<file path="src/rtl/mack_bus_timer.sv">
// mack_bus_timer
//
// Bus-cycle timing stage for the Mackerel 68000 board. Sits upstream of the
// address decoder: watches AS and the decoder's ROM/RAM selects, inserts a
// per-region number of wait states before driving MEM_DTACK, and runs a
// bus-error watchdog that pulls BERR low when a cycle is never terminated.
//
// Parameters:
//   ROM_WAIT      wait states for ROM cycles
//   RAM_WAIT      wait states for RAM cycles
//   BERR_TIMEOUT  clocks of AS low without DTACK/VPA before BERR asserts;
//                 must exceed max(ROM_WAIT, RAM_WAIT) + 2
//   CNT_W         width of the wait and watchdog counters
//
// Ports (all active-low except CLK):
//   CLK        in   CPU clock
//   RST        in   synchronous reset
//   AS         in   CPU address strobe
//   ROMEN      in   ROM select from the decoder
//   RAMEN      in   RAM select from the decoder
//   BUS_DTACK  in   DTACK as seen by the CPU
//   VPA        in   valid peripheral address (autovector)
//   MEM_DTACK  out  wait-stated DTACK to the decoder's DTACK_IN
//   BERR       out  bus error to the CPU

module mack_bus_timer #(
    parameter int ROM_WAIT     = 2,
    parameter int RAM_WAIT     = 0,
    parameter int BERR_TIMEOUT = 64,
    parameter int CNT_W        = 8
) (
    input  logic CLK,
    input  logic RST,
    input  logic AS,
    input  logic ROMEN,
    input  logic RAMEN,
    input  logic BUS_DTACK,
    input  logic VPA,
    output logic MEM_DTACK,
    output logic BERR
);

    typedef enum logic [2:0] {
        ST_IDLE,
        ST_WAIT,
        ST_ACK,
        ST_BERR,
        ST_HOLD
    } state_t;

    localparam logic [CNT_W-1:0] CNT_ONE  = CNT_W'(1);
    localparam logic [CNT_W-1:0] ROM_LOAD = CNT_W'(ROM_WAIT);
    localparam logic [CNT_W-1:0] RAM_LOAD = CNT_W'(RAM_WAIT);
    localparam logic [CNT_W-1:0] WD_MAX   = {CNT_W{1'b1}};
    // Value the watchdog holds one edge before it reaches the timeout.
    localparam logic [CNT_W-1:0] WD_LAST  = CNT_W'(BERR_TIMEOUT - 1);

    state_t           state, state_nxt;
    logic [CNT_W-1:0] wait_cnt, wait_cnt_nxt;
    logic [CNT_W-1:0] wd_cnt, wd_cnt_nxt;
    logic             term, term_nxt;
    logic             wd_inc;
    logic             ack;

    always_ff @(posedge CLK) begin
        if (!RST) begin
            state    <= ST_IDLE;
            wait_cnt <= '0;
            wd_cnt   <= '0;
            term     <= 1'b0;
        end else begin
            state    <= state_nxt;
            wait_cnt <= wait_cnt_nxt;
            wd_cnt   <= wd_cnt_nxt;
            term     <= term_nxt;
        end
    end

    always_comb begin
        state_nxt    = state;
        wait_cnt_nxt = wait_cnt;
        wd_cnt_nxt   = wd_cnt;
        term_nxt     = term;
        wd_inc       = 1'b0;

        case (state)
            ST_IDLE: begin
                wait_cnt_nxt = '0;
                wd_cnt_nxt   = '0;
                term_nxt     = 1'b0;
                if (!AS) begin
                    // Select is latched here; ROM wins when both are low.
                    if (!ROMEN) begin
                        wait_cnt_nxt = ROM_LOAD;
                        state_nxt    = (ROM_WAIT == 0) ? ST_ACK : ST_WAIT;
                    end else if (!RAMEN) begin
                        wait_cnt_nxt = RAM_LOAD;
                        state_nxt    = (RAM_WAIT == 0) ? ST_ACK : ST_WAIT;
                    end else begin
                        state_nxt    = ST_HOLD;
                    end
                end
            end

            default: begin
                if (AS) begin
                    state_nxt = ST_IDLE;
                end else begin
                    // Once DTACK or VPA has been seen, the watchdog freezes
                    // for the rest of the cycle even if they go high again.
                    wd_inc = BUS_DTACK && VPA && !term;
                    if (!BUS_DTACK || !VPA) begin
                        term_nxt = 1'b1;
                    end
                    if (wd_inc && (wd_cnt != WD_MAX)) begin
                        wd_cnt_nxt = wd_cnt + CNT_ONE;
                    end

                    if (wd_inc && (wd_cnt == WD_LAST)) begin
                        state_nxt = ST_BERR;
                    end else if (state == ST_WAIT) begin
                        wait_cnt_nxt = wait_cnt - CNT_ONE;
                        if (wait_cnt == CNT_ONE) begin
                            state_nxt = ST_ACK;
                        end
                    end
                end
            end
        endcase
    end

    assign ack = (state == ST_ACK);

    // DTACK negation tracks AS combinationally so the CPU sees it release
    // in the same delta as the strobe.
    assign MEM_DTACK = ~(ack & ~AS);
    assign BERR      = (state != ST_BERR);

endmodule

</file>
<file path="config.mk">
export PLATFORM = sky130hd
export DESIGN_NAME = mack_bus_timer
export DESIGN_NICKNAME = d
export VERILOG_FILES = /design/src/rtl/mack_bus_timer.sv
export SDC_FILE = /design/constraint.sdc
export NUM_CORES = 1
export LEC_CHECK = 0
export CORE_ASPECT_RATIO = 1.5
export CORE_MARGIN = 2
export CORE_UTILIZATION = 31
export CTS_CLUSTER_DIAMETER = 50
export DETAILED_ROUTE_END_ITERATION = 8
export GPL_TIMING_DRIVEN = 0
export PLACE_DENSITY = 0.59
export SETUP_SLACK_MARGIN = 0.15
export SLEW_MARGIN = 15
export SYNTH_ARGS = -nofsm -noshare
export SYNTH_HDL_FRONTEND = slang
export SYNTH_SLANG_ARGS = --single-unit
</file>
<file path="constraint.sdc">
create_clock -name CLK -period 3.7 [get_ports CLK]
set_input_delay 0.555 -clock CLK [delete_from_list [all_inputs] [get_ports CLK]]
set_output_delay 0.555 -clock CLK [all_outputs]
set_load 0.05 [all_outputs]
</file>
## Yosys cells after proc, flatten, opt, wreduce, memory -nomap -nowiden

Cells that the tools add are included.

| cells by class | value |
|---|---|
| add/sub/neg operators | 2 |
| equal/unequal tests | 9 |
| mux-type cells | 14 |
| bitwise operators | 4 |
| reduce and logical (&&, ||, !) cells | 17 |

Operators by type and width:

| cell | number |
|---|---|
| 8-bit 2-to-1 mux | 4 |
| 3-bit 2-to-1 mux | 8 |
| 8-bit by 1-bit adder with 8-bit output, second input constant | 1 |
| 8-bit by 1-bit == test with 1-bit output, second input constant | 1 |
| 8-bit by 6-bit == test with 1-bit output, second input constant | 1 |
| 8-bit != test, second input constant | 1 |
| 4-bit nonzero test | 2 |
| 8-bit by 1-bit subtractor with 8-bit output, second input constant | 1 |
| 3-bit AND reduction | 2 |
| 1-bit logical AND | 4 |
| 2-bit 2-to-1 mux | 2 |
| 2-bit by 1-bit != test with 1-bit output, second input constant | 2 |
| 2-bit AND reduction | 2 |
| 3-bit by 1-bit == test with 1-bit output, second input constant | 1 |
| 3-bit by 2-bit == test with 1-bit output, second input constant | 1 |
| 1-bit zero test | 3 |
| 3-bit zero test | 1 |
| 3-bit by 2-bit != test with 1-bit output, second input constant | 1 |
| 1-bit inverter | 3 |
| 2-bit != test, second input constant | 1 |
| 2-bit nonzero test | 1 |
| 2-bit OR reduction | 1 |
| 1-bit bitwise AND | 1 |
| 1-bit logical OR | 1 |

| storage, ports and cells | value |
|---|---|
| bits in registers | 20 |
| input bits | 7 |

## Depth between registers and ports, before layout

Gate-level depths: netlist of run 1.

| depth | value |
|---|---|
| depth in word-level cells | 6 |
| depth in mapped cells | 6 |

## Worst setup path before layout of run 1

No wires, ideal clock.

| timing path | value |
|---|---|
| path type | input to output |
| start point | input AS |
| end point | output MEM_DTACK |
| data arrival time | 1.515 ns |
| path slack | 1.630 ns |
| stages | 2 |
| path buffers | 1 |
| cells stage by stage | clkbuf_1 > or4b_2 |

| on the way | value |
|---|---|
| word-level cells in the longest chain between the ends | 3 |

Ends and longest elaborated chain:

| item | line | RTL |
|---|---|---|
| start: declaration | 34 | `input logic AS,` |
| 1-bit inverter (no source line) | -- |  |
| 1-bit bitwise AND | 136 | `assign MEM_DTACK = ~(ack & ~AS);` |
| 1-bit inverter | 136 |  |
| end: declaration | 39 | `output logic MEM_DTACK,` |

No other way between the ends.

## Worst setup path in the final report of run 1

Ends and elaborated chain as after synthesis.

==> run_results.csv, run 1 <==
group,metric,value,unit
critical_path,path_common_cell,"clkdlybuf4s50_1",
pwr,vdd_ir_drop_max,162,uV
floorplan,rows,26,
timing,rsz0062_at_grt,"no",
synthesis,synth_area_leaders,"dfxtp_1 36%, a21oi_1 5.8%, or3_1 5.6%",
synthesis,ys_warn_count,0,
flow_run,maxCapViolCount,0,
floorplan,chipWidth,53.0,um
drt,drc,0,
critical_path,startpoint_type,"input port",
synthesis,synth_cell_types,39,
timing,fin_crit_sh,0.858,
pwr,p_sw,0.143,mW
drt,drtIter0Drc,28,
drt,vias_per_cell,5.50,
synthesis,synth_common_cells,"20 x dfxtp_1, 13 x a21oi_1, 10 x or3_1",
clock_network,cts_num_sinks,20,
critical_path,worstPathRequired,3.14,ns
clock_network,cts_max_path_buffers,2,
placed_design,pre_cts_ws,0.533,ns
drt,drtAntennaViolNets,0,
global_route,grt_pass1_vias,964,
synthesis,async_flop_share,0,
timing,tightest_slew,0.790,ns
placed_design,dp_cells,182,
timing,setup_viol,0,
synthesis,avgSynthCellArea,8.46,um2
critical_path,crit_type,"in2out",
global_route,grt_max_degree,12,
synthesis,yosysMostFrequentCell,"dfxtp_1",
critical_path,slowest_stage,"clkdlybuf4s50_1",
pwr,leakagePower,0.425,nW
critical_path,cp_slowest_stage_delay,0.72,ns
clock_network,cts_root_buffer,"clkbuf_8",
clock_network,post_cts_resized,0,
timing,layout_setup_ws,0.525,ns
timing,fin_setup_tns,0,ns
clock_network,cts_buffers,3,
synthesis,synth_edf_count,0,
final_layout,drive_gt1_frac,0.118,
timing,timing.fmax,315,MHz
timing,finalHoldViolations,0,
global_route,grt_pass1_wl,4.29,mm
timing,slew_viol_final,0,
critical_path,crit_path_end_kind,"output pin",
placed_design,place_hpwl,1.78,mm
timing,slew_headroom,0.469,
synthesis,yosysTopAreaCell,"dfxtp_1",
placed_design,portBuffers,8,
pwr,seq_power_share,0.463,
critical_path,worstPathCellList,"clkdlybuf4s50_1 > clkbuf_1 > or4b_2 > clkdlybuf4s50_1",
synthesis,yosysSeqAreaShare,0.358,
critical_path,critical_path_arrival,2.62,ns
placed_design,place.gp.congestion,0.743,
pwr,combPwrFrac,0.218,
timing,fin_worst_skew,0.00378,ns
synthesis,synth_top_area_share,0.358,
floorplan,coreArea,0.00342,mm2
final_layout,diodes,0,
drt,wl,2.41,mm
clock_network,clk_pin_slew,0.07,ns
floorplan,die_y,77.5,um
clock_network,h-tree-depth,1,
drt,num_vias,1023,
drt,dr.pass1.iters,4,
synthesis,synth_fp_nets,142,
drt,post_drt_wl_per_cell,13.0,um
floorplan,dieArea,0.00411,mm2
clock_network,clk_latency,0.25,ns
synthesis,ys_ff_latch,20,
pwr,switching_share,0.279,
clock_network,cts_setup_buffers,0,
global_route,antenna_found_initial,0,
synthesis,netlist_area,0.00112,mm2
hold_path,worstHoldPathType,"reg2reg",
synthesis,postSynthCellCount,132,
clock_network,cts_hold_buf,0,
synthesis,synthFlopType,"dfxtp_1",
global_route,grt-ovfl-total,0,
final_layout,area_delta_synth_final,16.8,%
timing,min_period,3.18,ns
final_layout,stdcell_count,186,
status,status,"finished clean",
global_route,grt_use_total,0.135,
critical_path,path_max_fanout,10,
pwr,p_clk_frac,0.319,
floorplan,io_pins,9,
floorplan,start_util,0.327,
clock_network,cts_tree,"yes",
pwr,p_per_area,394,mW/mm2
final_layout,nets,155,
pwr,internal_power,0.371,mW
cell families after synthesis:
| group | synth area share |
|---|---|
| buffers and inverters | 0.0381 |
| AOI/OAI and AO/OA | 0.174 |
| xor gates and xnor gates | 0.0235 |
| DFF | 0.358 |
| and+or+nand+nor | 0.355 |
| adders and majority gates | 0.0336 |
| muxes | 0.0179 |
metal layers:
metal / global-route usage / vias up / share of wire
met4: 0.0385 / 0 / 0.0033
met5: 0 / - / 0
met2: 0.235 / 15 / 0.52
met3: 0.0250 / 2 / 0.046
li1: - / 522 / -
met1: 0.164 / 484 / 0.43
placed cells by master, fill, tap and decap left out, drive strengths merged, types with 2 or more instances in the layout:
cell type and count:
nand3 3, nor4b 2, nand2 8, mux2i 2, o211ai 2, nor3 2
nor2 7, clkdlybuf4s50 8, nand4 2, or4b 2, nand2b 2, buf 2
or2 2, inv 6, or3 12, nor4 3, a21oi 13, dfxtp 20
o31ai 6, o21ai 7, or4 9, ha 3, nand3b 2, and2 3
clkbuf 6, xor2 2
area by class of cell:
| type | count | area (um2) |
|---|---|---|
| timing repair buffer | 8 | 80.1 |
| clock buffer | 4 | 55.1 |
| inverter | 6 | 22.5 |
| fill | 360 | 2110 |
| buffer | 4 | 20.0 |
| sequential | 20 | 400 |
| multi-input combinational | 102 | 674 |
| tap | 42 | 52.6 |
state kept, by name (all words and copies together) (netlist names):
signal	flops
wd_cnt	8
state	3
wait_cnt	8
term	1
path summary, 6_finish.rpt:
path | depth (start not counted) | end | from | slack [ns]
setup reg to reg | 6 | state[0]$_SDFFE_PN0P_ | wd_cnt[0]$_SDFFE_PP0P_ | 1.66
setup / recovery | 4 | MEM_DTACK | AS | 0.52
hold reg to reg | 2 | wait_cnt[5]$_SDFFE_PN0P_ | wait_cnt[5]$_SDFFE_PN0P_ | 0.49
hold / removal | 2 | wait_cnt[5]$_SDFFE_PN0P_ | wait_cnt[5]$_SDFFE_PN0P_ | 0.49
through the flow:
stage          total power, mW  utilization  instance area [um2]  hold WS (ns)
2_1_floorplan            0.323            -                 1120         0.446
3_3_place_gp             0.353        0.366                 1250         0.467
3_5_place_dp             0.354        0.366                 1250         0.477
4_1_cts                  0.521        0.382                 1310         0.488
5_1_grt                  0.550        0.382                 1310         0.515
6_report                 0.514        0.382                 1310         0.493
worst max-delay path, delay by kind of cell:
kind | cells | cell delay (ns)
and+or+nand+nor | 1 | 0.64
buffers and inverters | 3 | 1.43
power by group through the flow:
stage	registers [mW]	logic [mW]	clock network (mW)
final	0.238	0.112	0.164
after global routing	0.240	0.129	0.181
after CTS	0.237	0.113	0.171
after detailed placement	0.242	0.112	0
after global placement	0.242	0.111	0
after floorplan	0.239	0.0840	0
No activity file was read; power rests on OpenSTA's default activity.
==> run 2: changes to the inputs <==
CAP_MARGIN = 20   (was not set)
==> results of run 2 <==
The final DEF is identical to that of run 1; final timing and power are the same.
